### src/rtl/decompressor_pkg.sv
// Shared types and defaults for the decompressor stream sequencer.
package decompressor_pkg;

    localparam int GROUP_SIZE_DEF = 8;
    localparam int COUNT_W_DEF    = 16;
    localparam int GRP_IDX_W      = $clog2(GROUP_SIZE_DEF) + 1;

    typedef enum logic [2:0] {
        IDLE      = 3'd0,
        GET_CW    = 3'd1,
        GET_ITEM  = 3'd2,
        ISSUE     = 3'd3,
        WAIT_ACK  = 3'd4,
        WAIT_DONE = 3'd5,
        FINISH    = 3'd6
    } seq_state_t;

endpackage

### src/rtl/decompressor_sequencer_cw_unpacker.sv
// Control-word unpacker: holds the current group's control bits and the
// index of the item in flight; bits are consumed LSB first.
module cw_unpacker
    import decompressor_pkg::*;
#(
    parameter int GROUP_SIZE = GROUP_SIZE_DEF,
    parameter int IDX_W      = $clog2(GROUP_SIZE) + 1
) (
    input  logic                  clk_i,
    input  logic                  rst_i,
    input  logic                  load_i,
    input  logic                  advance_i,
    input  logic [GROUP_SIZE-1:0] cw_i,
    output logic                  bit_o,
    output logic                  group_end_o
);

    logic [GROUP_SIZE-1:0] shift_q, shift_d;
    logic [IDX_W-1:0]      idx_q, idx_d;

    // Load restarts the group; advance retires the item in flight.
    always_comb begin
        shift_d = shift_q;
        idx_d   = idx_q;
        if (load_i) begin
            shift_d = cw_i;
            idx_d   = '0;
        end else if (advance_i) begin
            shift_d = shift_q >> 1;
            idx_d   = idx_q + IDX_W'(1);
        end else begin
            shift_d = shift_q;
            idx_d   = idx_q;
        end
    end

    // Shift register and group index state.
    always_ff @(posedge clk_i) begin
        if (rst_i) begin
            shift_q <= '0;
            idx_q   <= '0;
        end else begin
            shift_q <= shift_d;
            idx_q   <= idx_d;
        end
    end

    assign bit_o       = shift_q[0];
    // High while the last item of the group is in flight.
    assign group_end_o = (idx_q == IDX_W'(GROUP_SIZE - 1));

endmodule

### src/rtl/decompressor_sequencer.sv
// Feeds decompressor_top from a packed control-word/item stream and counts output bytes.
// Optional busy-stall watchdog enabled by defining DECOMP_SEQ_WATCHDOG_EN.
module decompressor_sequencer
    import decompressor_pkg::*;
#(
    parameter int GROUP_SIZE  = GROUP_SIZE_DEF,
    parameter int COUNT_W     = COUNT_W_DEF,
    parameter int WDOG_CYCLES = 1024
) (
    input  logic               clock,
    input  logic               reset,
    input  logic               start,
    input  logic [COUNT_W-1:0] item_count,
    input  logic [15:0]        in_word,
    input  logic               in_valid,
    output logic               in_ready,
    output logic [15:0]        dec_data_in,
    output logic               dec_control_word_in,
    output logic               dec_data_in_valid,
    input  logic               dec_busy,
    input  logic               dec_out_valid,
    output logic [COUNT_W-1:0] bytes_out,
    output logic               busy,
    output logic               done,
    output logic               error
);

    seq_state_t         state_q, state_d;
    logic [COUNT_W-1:0] rem_q, rem_d;
    logic [COUNT_W-1:0] bytes_q, bytes_d;
    logic [15:0]        data_q, data_d;
    logic               ctrl_q, ctrl_d;
    logic               valid_q, valid_d;
    logic               done_q, done_d;
    logic               fin_idle_q, fin_idle_d;
    logic               in_ready_q, busy_q;
    logic               accept_s, cw_load_s, cw_adv_s, cw_bit_s, group_end_s;

`ifdef DECOMP_SEQ_WATCHDOG_EN
    localparam int WDOG_W = $clog2(WDOG_CYCLES + 1);
    logic [WDOG_W-1:0]  wdog_q, wdog_d;
    logic               error_q, error_d;
`endif

    assign accept_s = in_valid && in_ready_q;

    cw_unpacker #(
        .GROUP_SIZE (GROUP_SIZE)
    ) u_cw_unpacker (
        .clk_i       (clock),
        .rst_i       (reset),
        .load_i      (cw_load_s),
        .advance_i   (cw_adv_s),
        .cw_i        (in_word[GROUP_SIZE-1:0]),
        .bit_o       (cw_bit_s),
        .group_end_o (group_end_s)
    );

    // Sequencer next-state, issue and byte-count logic.
    always_comb begin
        state_d    = state_q;
        rem_d      = rem_q;
        data_d     = data_q;
        ctrl_d     = ctrl_q;
        valid_d    = 1'b0;
        done_d     = 1'b0;
        fin_idle_d = 1'b0;
        cw_load_s  = 1'b0;
        cw_adv_s   = 1'b0;
        if (busy_q && dec_out_valid && (bytes_q != {COUNT_W{1'b1}})) begin
            bytes_d = bytes_q + COUNT_W'(1);
        end else begin
            bytes_d = bytes_q;
        end

        case (state_q)
            IDLE: begin
                if (start) begin
                    bytes_d = '0;
                    if (item_count == '0) begin
                        done_d = 1'b1;
                    end else begin
                        rem_d   = item_count;
                        state_d = GET_CW;
                    end
                end else begin
                    state_d = IDLE;
                end
            end
            GET_CW: begin
                if (accept_s) begin
                    cw_load_s = 1'b1;
                    state_d   = GET_ITEM;
                end else begin
                    state_d = GET_CW;
                end
            end
            GET_ITEM: begin
                if (accept_s) begin
                    data_d  = in_word;
                    ctrl_d  = cw_bit_s;
                    state_d = ISSUE;
                end else begin
                    state_d = GET_ITEM;
                end
            end
            ISSUE: begin
                if (!dec_busy) begin
                    valid_d = 1'b1;
                    state_d = WAIT_ACK;
                end else begin
                    state_d = ISSUE;
                end
            end
            WAIT_ACK: begin
                if (dec_busy) begin
                    state_d = WAIT_DONE;
                end else begin
                    state_d = WAIT_ACK;
                end
            end
            WAIT_DONE: begin
                if (!dec_busy) begin
                    rem_d    = rem_q - COUNT_W'(1);
                    cw_adv_s = 1'b1;
                    if (rem_q == COUNT_W'(1)) begin
                        state_d = FINISH;
                    end else if (group_end_s) begin
                        state_d = GET_CW;
                    end else begin
                        state_d = GET_ITEM;
                    end
                end else begin
                    state_d = WAIT_DONE;
                end
            end
            FINISH: begin
                // One extra idle cycle lets the trailing out_valid land in bytes_out.
                if (!dec_busy) begin
                    if (fin_idle_q) begin
                        done_d  = 1'b1;
                        state_d = IDLE;
                    end else begin
                        fin_idle_d = 1'b1;
                    end
                end else begin
                    fin_idle_d = 1'b0;
                end
            end
            default: begin
                state_d = IDLE;
            end
        endcase

`ifdef DECOMP_SEQ_WATCHDOG_EN
        error_d = (state_q == IDLE && start) ? 1'b0 : error_q;
        if ((state_q == WAIT_ACK || state_q == WAIT_DONE) && (state_d == state_q)) begin
            if (wdog_q == WDOG_W'(WDOG_CYCLES - 1)) begin
                wdog_d  = '0;
                error_d = 1'b1;
                valid_d = 1'b0;
                data_d  = '0;
                ctrl_d  = 1'b0;
                state_d = IDLE;
            end else begin
                wdog_d = wdog_q + WDOG_W'(1);
            end
        end else begin
            wdog_d = '0;
        end
`endif
    end

    // Sequencer state and registered outputs.
    always_ff @(posedge clock) begin
        if (reset) begin
            state_q    <= IDLE;
            rem_q      <= '0;
            bytes_q    <= '0;
            data_q     <= '0;
            ctrl_q     <= 1'b0;
            valid_q    <= 1'b0;
            done_q     <= 1'b0;
            fin_idle_q <= 1'b0;
            in_ready_q <= 1'b0;
            busy_q     <= 1'b0;
        end else begin
            state_q    <= state_d;
            rem_q      <= rem_d;
            bytes_q    <= bytes_d;
            data_q     <= data_d;
            ctrl_q     <= ctrl_d;
            valid_q    <= valid_d;
            done_q     <= done_d;
            fin_idle_q <= fin_idle_d;
            in_ready_q <= (state_d == GET_CW) || (state_d == GET_ITEM);
            busy_q     <= (state_d != IDLE);
        end
    end

`ifdef DECOMP_SEQ_WATCHDOG_EN
    // Stall counter and sticky error flag.
    always_ff @(posedge clock) begin
        if (reset) begin
            wdog_q  <= '0;
            error_q <= 1'b0;
        end else begin
            wdog_q  <= wdog_d;
            error_q <= error_d;
        end
    end
    assign error = error_q;
`else
    assign error = 1'b0;
`endif

    assign in_ready            = in_ready_q;
    assign dec_data_in         = data_q;
    assign dec_control_word_in = ctrl_q;
    assign dec_data_in_valid   = valid_q;
    assign bytes_out           = bytes_q;
    assign busy                = busy_q;
    assign done                = done_q;

endmodule

### config.mk
export PLATFORM = sky130hd
export DESIGN_NAME = decompressor_sequencer
export DESIGN_NICKNAME = d
export VERILOG_FILES = /design/src/rtl/decompressor_pkg.sv /design/src/rtl/decompressor_sequencer_cw_unpacker.sv /design/src/rtl/decompressor_sequencer.sv
export SDC_FILE = /design/constraint.sdc
export NUM_CORES = 1
export LEC_CHECK = 0
export CORE_ASPECT_RATIO = 2
export CORE_MARGIN = 2
export CORE_UTILIZATION = 55
export CTS_CLUSTER_DIAMETER = 30
export DETAILED_ROUTE_END_ITERATION = 10
export PLACE_DENSITY_LB_ADDON = 0.15
export SYNTH_ARGS = -nofsm -noshare
export SYNTH_HDL_FRONTEND = slang
export SYNTH_SLANG_ARGS = --single-unit
### constraint.sdc
create_clock -name clock -period 5.22 [get_ports clock]
set_clock_uncertainty 0.2 [all_clocks]
set_input_delay 1.566 -clock clock [delete_from_list [all_inputs] [get_ports clock]]
set_output_delay 1.566 -clock clock [all_outputs]
set_load 0.1 [all_outputs]
# Word level (Yosys, flattened, before mapping)
# Index checks and enable logic that the tools add are counted.
op_classes:
  n_shift: 0
  addsub: 3
  muxes: 31
  n_bitwise: 2
  multipliers: 0
  n_reduce_logical: 14
  n_eq_ne: 14
  magnitude_cmp: 0
  div: 0
ops:
  columns: ["operator", "count"]
  rows:
  - ["two-way mux 16 bit", 6]
  - ["one-hot mux 16 bit (2 select lines)", 1]
  - ["two-way mux 3 bit", 7]
  - ["one-hot mux 3 bit (7 select lines)", 1]
  - ["adder 16 x 1 -> 16 bit, second input constant", 1]
  - ["equality test 16 x 1 -> 1 bit, second input constant", 1]
  - ["zero test 16 bit", 1]
  - ["two-way mux 8 bit", 2]
  - ["!= test 16 bit, second input constant", 1]
  - ["subtractor 16 x 1 -> 16 bit, second input constant", 1]
  - ["two-way mux 1 bit", 11]
  - ["equality test 3 x 2 -> 1 bit, second input constant", 3]
  - ["equality test 3 bit, second input constant", 3]
  - ["equality test 3 x 1 -> 1 bit, second input constant", 2]
  - ["!= test 2 bit, second input constant", 3]
  - ["adder 4 x 1 -> 4 bit, second input constant", 1]
  - ["equality test 4 x 3 -> 1 bit, second input constant", 1]
  - ["two-way mux 2 bit", 2]
  - ["AND reduction 4 bit", 1]
  - ["nonzero test 2 bit", 2]
  - ["OR reduction 2 bit", 2]
  - ["logical AND 1 bit", 3]
  - ["zero test 3 bit", 1]
  - ["nonzero test 3 bit", 1]
  - ["other kinds (5)", 6]
totals:
  latchBits: 0
  output_inout_bits: 38
  mem_bits_ro: 0
  wordCells: 76
  mem_bits_rw: 0
  in_bits: 38
  register_bits: 69
  mem_count: 0

# Logic depth before layout (Yosys ltp)
depth:
  depth_word: 7
  ltp_mapped: 7
  depth_no_buf: 7

# Cells and area by module
# A second synthesis with hierarchy kept.
unflattened:
  cells_unflattened: 428
  hier_area_um2: 3464.6
modules_own_cells:
  columns: ["module", "area_per_inst_um2", "cells_per_inst", "seq_area_each_um2", "instances"]
  rows:
  - ["decompressor_sequencer", 2909.0, 374, 1141.1, 1]
  - ["cw_unpacker", 555.5, 54, 240.2, 1]

# Worst setup path after synthesis
# Ideal clock, no wire load.
synth_timing:
  path_kind: "input to register"
  from: "input port item_count[3]"
  to: "register rem_q[2]"
  arrival_ps: 2708
  path_buffers: 1
  setup_ps: 70
  path_stages: 6
  t_required_ps: 4950
  setup_slack_ps: 2241
  cell_sequence: "nor4_1 > nand4_1 > a21oi_2 > buf_4 > o21ai_0 > a21oi_1"
synth_via:
  elab_chain_cells: 3
synth_rtl:
  columns: ["item", "line", "text"]
  rows:
  - ["start: declaration", "decompressor_sequencer.sv:13", "input logic [COUNT_W-1:0] item_count,"]
  - ["zero test 16 bit", "decompressor_sequencer.sv:80", "if (item_count == '0) begin"]
  - ["!= test 2 bit (no source line)", null, null]
  - ["AND reduction 4 bit (no source line)", null, null]
  - ["end signal: assignment", "decompressor_sequencer.sv:189", "rem_q <= rem_d;"]
  - ["end: declaration", "decompressor_sequencer.sv:29", "logic [COUNT_W-1:0] rem_q, rem_d;"]
# Every way passes these cells.
# A chain may end at the register's enable or synchronous reset.

# Final worst setup path
layout_timing:
  from: "input port item_count[3]"
  to: "register rem_q[5]"
# The elaborated chain is that of the path after synthesis.

==> results.yml <==
outcome:
  status: "completed"
logic_synthesis:
  seq_area_frac_synth_pct: 39.5
  synthArstFlopShare_pct: 0
  synth_area_leaders: "dfxtp_1, nand2_1, a21oi_1"
  synth.area.mux_share_pct: 2.29
  synthSimpleGateAreaFrac_pct: 27.9
  synth_cell_types: 59
  dominantRegCellSynth: "dfxtp_1"
  synth_xor_area_share_pct: 3.51
  synth_edf_count: 0
  syn-mean-instance-area_um2: 8.13
  syn_inst: 430
  synth-compound-area-share_pct: 20.2
  yosys_warnings: 0
  synthAdderAreaFrac_pct: 1.43
  post_synth_instance_area_um2: 3490
  synth_top_cell_by_area: "dfxtp_1"
  synth_top_area_share_pct: 39.5
  synth-seq-cells: 69
  syn-num-nets: 472
  synth_top_family_by_area: "simple AND/OR/NAND/NOR gates"
clocking:
  cts-buffers-inserted: 9
  path_clk_slew_ns: 0.05
  cts_setup_buffers: 0
  cts_sinks: 69
  htree_num_levels: 3
  cts_resized: 0
  clk_latency_ns: 0.34
  hold_buffers: 0
  cts_tree: "yes"
  clock-root-buffer: "clkbuf_16"
  cts.path.max_buffers: 2
global_routing:
  grt_pass1_vias: 3102
  grt_usage_pct: 25.1
  antenna_found_initial: 0
  grt.overflow.total: 0
  grt_pass1_wl_um: 13700
  grt_max_degree: 55
critical_path:
  start_kind: "input port"
  worst-path-max-fanout: 17
  cpPeakStageDelay_ns: 0.62
  path_class: "input port to flop"
  end_kind: "flop"
  reg2reg_setup_slack_ns: 2.66
  path_buf_inv: 1
  crit_chain: "clkdlybuf4s50_1 > nor4_1 > nand4_1 > a21oi_2 > o21ai_0 > a21oi_1"
  slowest_stage: "a21oi_2"
  crit_required_ns: 5.27
  path_delay_family: "compound AO/OA/AOI/OAI gates"
  worstPathArrival_ns: 3.79
pwr:
  swShare_pct: 25.5
  p_leak_nw: 1.54
  p_sw_mw: 0.351
  p_per_area_nw_per_um2: 306
  combPwrFrac_pct: 12.7
  peakVddDrop_mv: 0.308
  p_int_mw: 1.03
  p_clk_share_pct: 46.5
  seqPwrFrac_pct: 40.8
  total_power_mw: 1.38
sta:
  setup_ws_ns: 1.49
  maxSlewViolCount: 0
  max_freq_mhz: 268
  rsz0062_at_grt: "no"
  max-slew-margin-rel_pct: 24.3
  whs_ns: 0.252
  final-hold-violation-count: 0
  finalWorstPathRequiredPeriod_ns: 3.73
  setup-violations-final: 0
  period_share_pct: 71.5
  tightest_slew_ns: 1.13
  finalSetupTns_ns: 0
job:
  drv_cap: 0
die:
  core_um2: 6210
  die_area_um2: 7050
  start_util_pct: 56.3
  die_w_um: 60.4
  die_h_um: 117
  pin_count: 76
  rows: 41
cells_and_area:
  final_cells: 579
  area_growth_syn_to_layout_pct: 29.1
  layout-drive-gt1-share_pct: 7.10
  layout.nets: 530
  layout_common_cells: "nand2_1, clkdlybuf4s50_1, dfxtp_1"
  diodes: 0
  layout_commonest_cell: "nand2_1"
  post-route-util_pct: 72.7
  design_area_um2: 4510
placement:
  place_inst: 563
  hpwl_um: 5590
  place_ws_ns: 1.20
  place_area_um2: 4200
  place.gp.congestion: 0.871
  portBuffers: 74
route:
  wl_per_cell_um: 14.0
  routed_wl_um: 8110
  drtAntennaViolNets: 0
  route.vias.total: 3272
  drt_first_pass_iters: 5
  drt_iter0_drc: 232
  vias_per_cell: 5.65
  drc: 0
worst_hold_path:
  hold_path_class: "flop to flop"
cells in the mapped netlist, drive strengths merged (5+ instances only):
cell / number
nand2: 74
dfxtp: 69
a21oi: 46
and2: 5
mux2i: 8
buf: 15
o31ai: 6
nand3: 14
clkbuf: 13
a211oi: 7
nor3: 12
nor2: 34
inv: 7
o21ai: 27
xnor2: 6
xor2: 8
nand4: 10
nor4: 12
path summary, 6_finish.rpt:
path                        from             end  cells after the start
setup / recovery   item_count[3]        rem_q[5]                      6
hold / removal    dec_data_in[4]  dec_data_in[4]                      2
setup reg to reg      state_q[2]        rem_q[0]                      4
hold reg to reg   dec_data_in[4]  dec_data_in[4]                      2
sequential cells by signal, summed over array words and instances (netlist names):
name	cells
dec_control_word_in	1
bytes_out	16
in_ready	1
busy	1
done	1
state_q	3
dec_data_in	16
dec_data_in_valid	1
u_cw_unpacker.idx_q	4
rem_q	16
fin_idle_q	1
u_cw_unpacker.shift_q	8
per-layer routing:
metal  wire, µm  vias up  part of all wire, %  track usage [%]
met5          0        -                    0                0
met3        549       17                  6.8             8.86
met1       3550     1489                   44             32.0
met2       3830      106                   47             38.3
met4        182        0                  2.2             9.78
li1           -     1660                    -                -
tightest hold or removal path, cell delays in order, from the launching register on:
cell and delay, ns:
dfxtp_1 0.30, nand2_1 0.05, a21oi_1 0.05
logic make-up (layout without fill, tap and decap cells):
kind of cell               Yosys count  count (layout)
buffers and inverters               35              98
xor gates and xnor gates            14              14
AOI/OAI and AO/OA                  112             112
muxes                                8               8
adders and majority gates            4               4
and+or+nand+nor                    187             187
other                                1               1
DFF                                 69              69
power by group through the flow:
stage	combinational, mW	sequential [mW]	clock [mW]
2_1_floorplan	0.105	0.588	0
4_1_cts	0.174	0.562	0.650
5_1_grt	0.192	0.565	0.675
3_3_place_gp	0.172	0.573	0
3_5_place_dp	0.173	0.574	0
6_report	0.175	0.563	0.641
layout make-up:
class                           count  area (µm²)
Clock inverter                      6        86.3
Sequential cell                    69        1380
Fill cell                         494        1700
Tap cell                           86         108
Timing Repair Buffer               75         743
Clock buffer                       10         229
Inverter                            7        26.3
Multi-Input combinational cell    326        1940
Note: power is estimated with default switching activity, not from simulation.
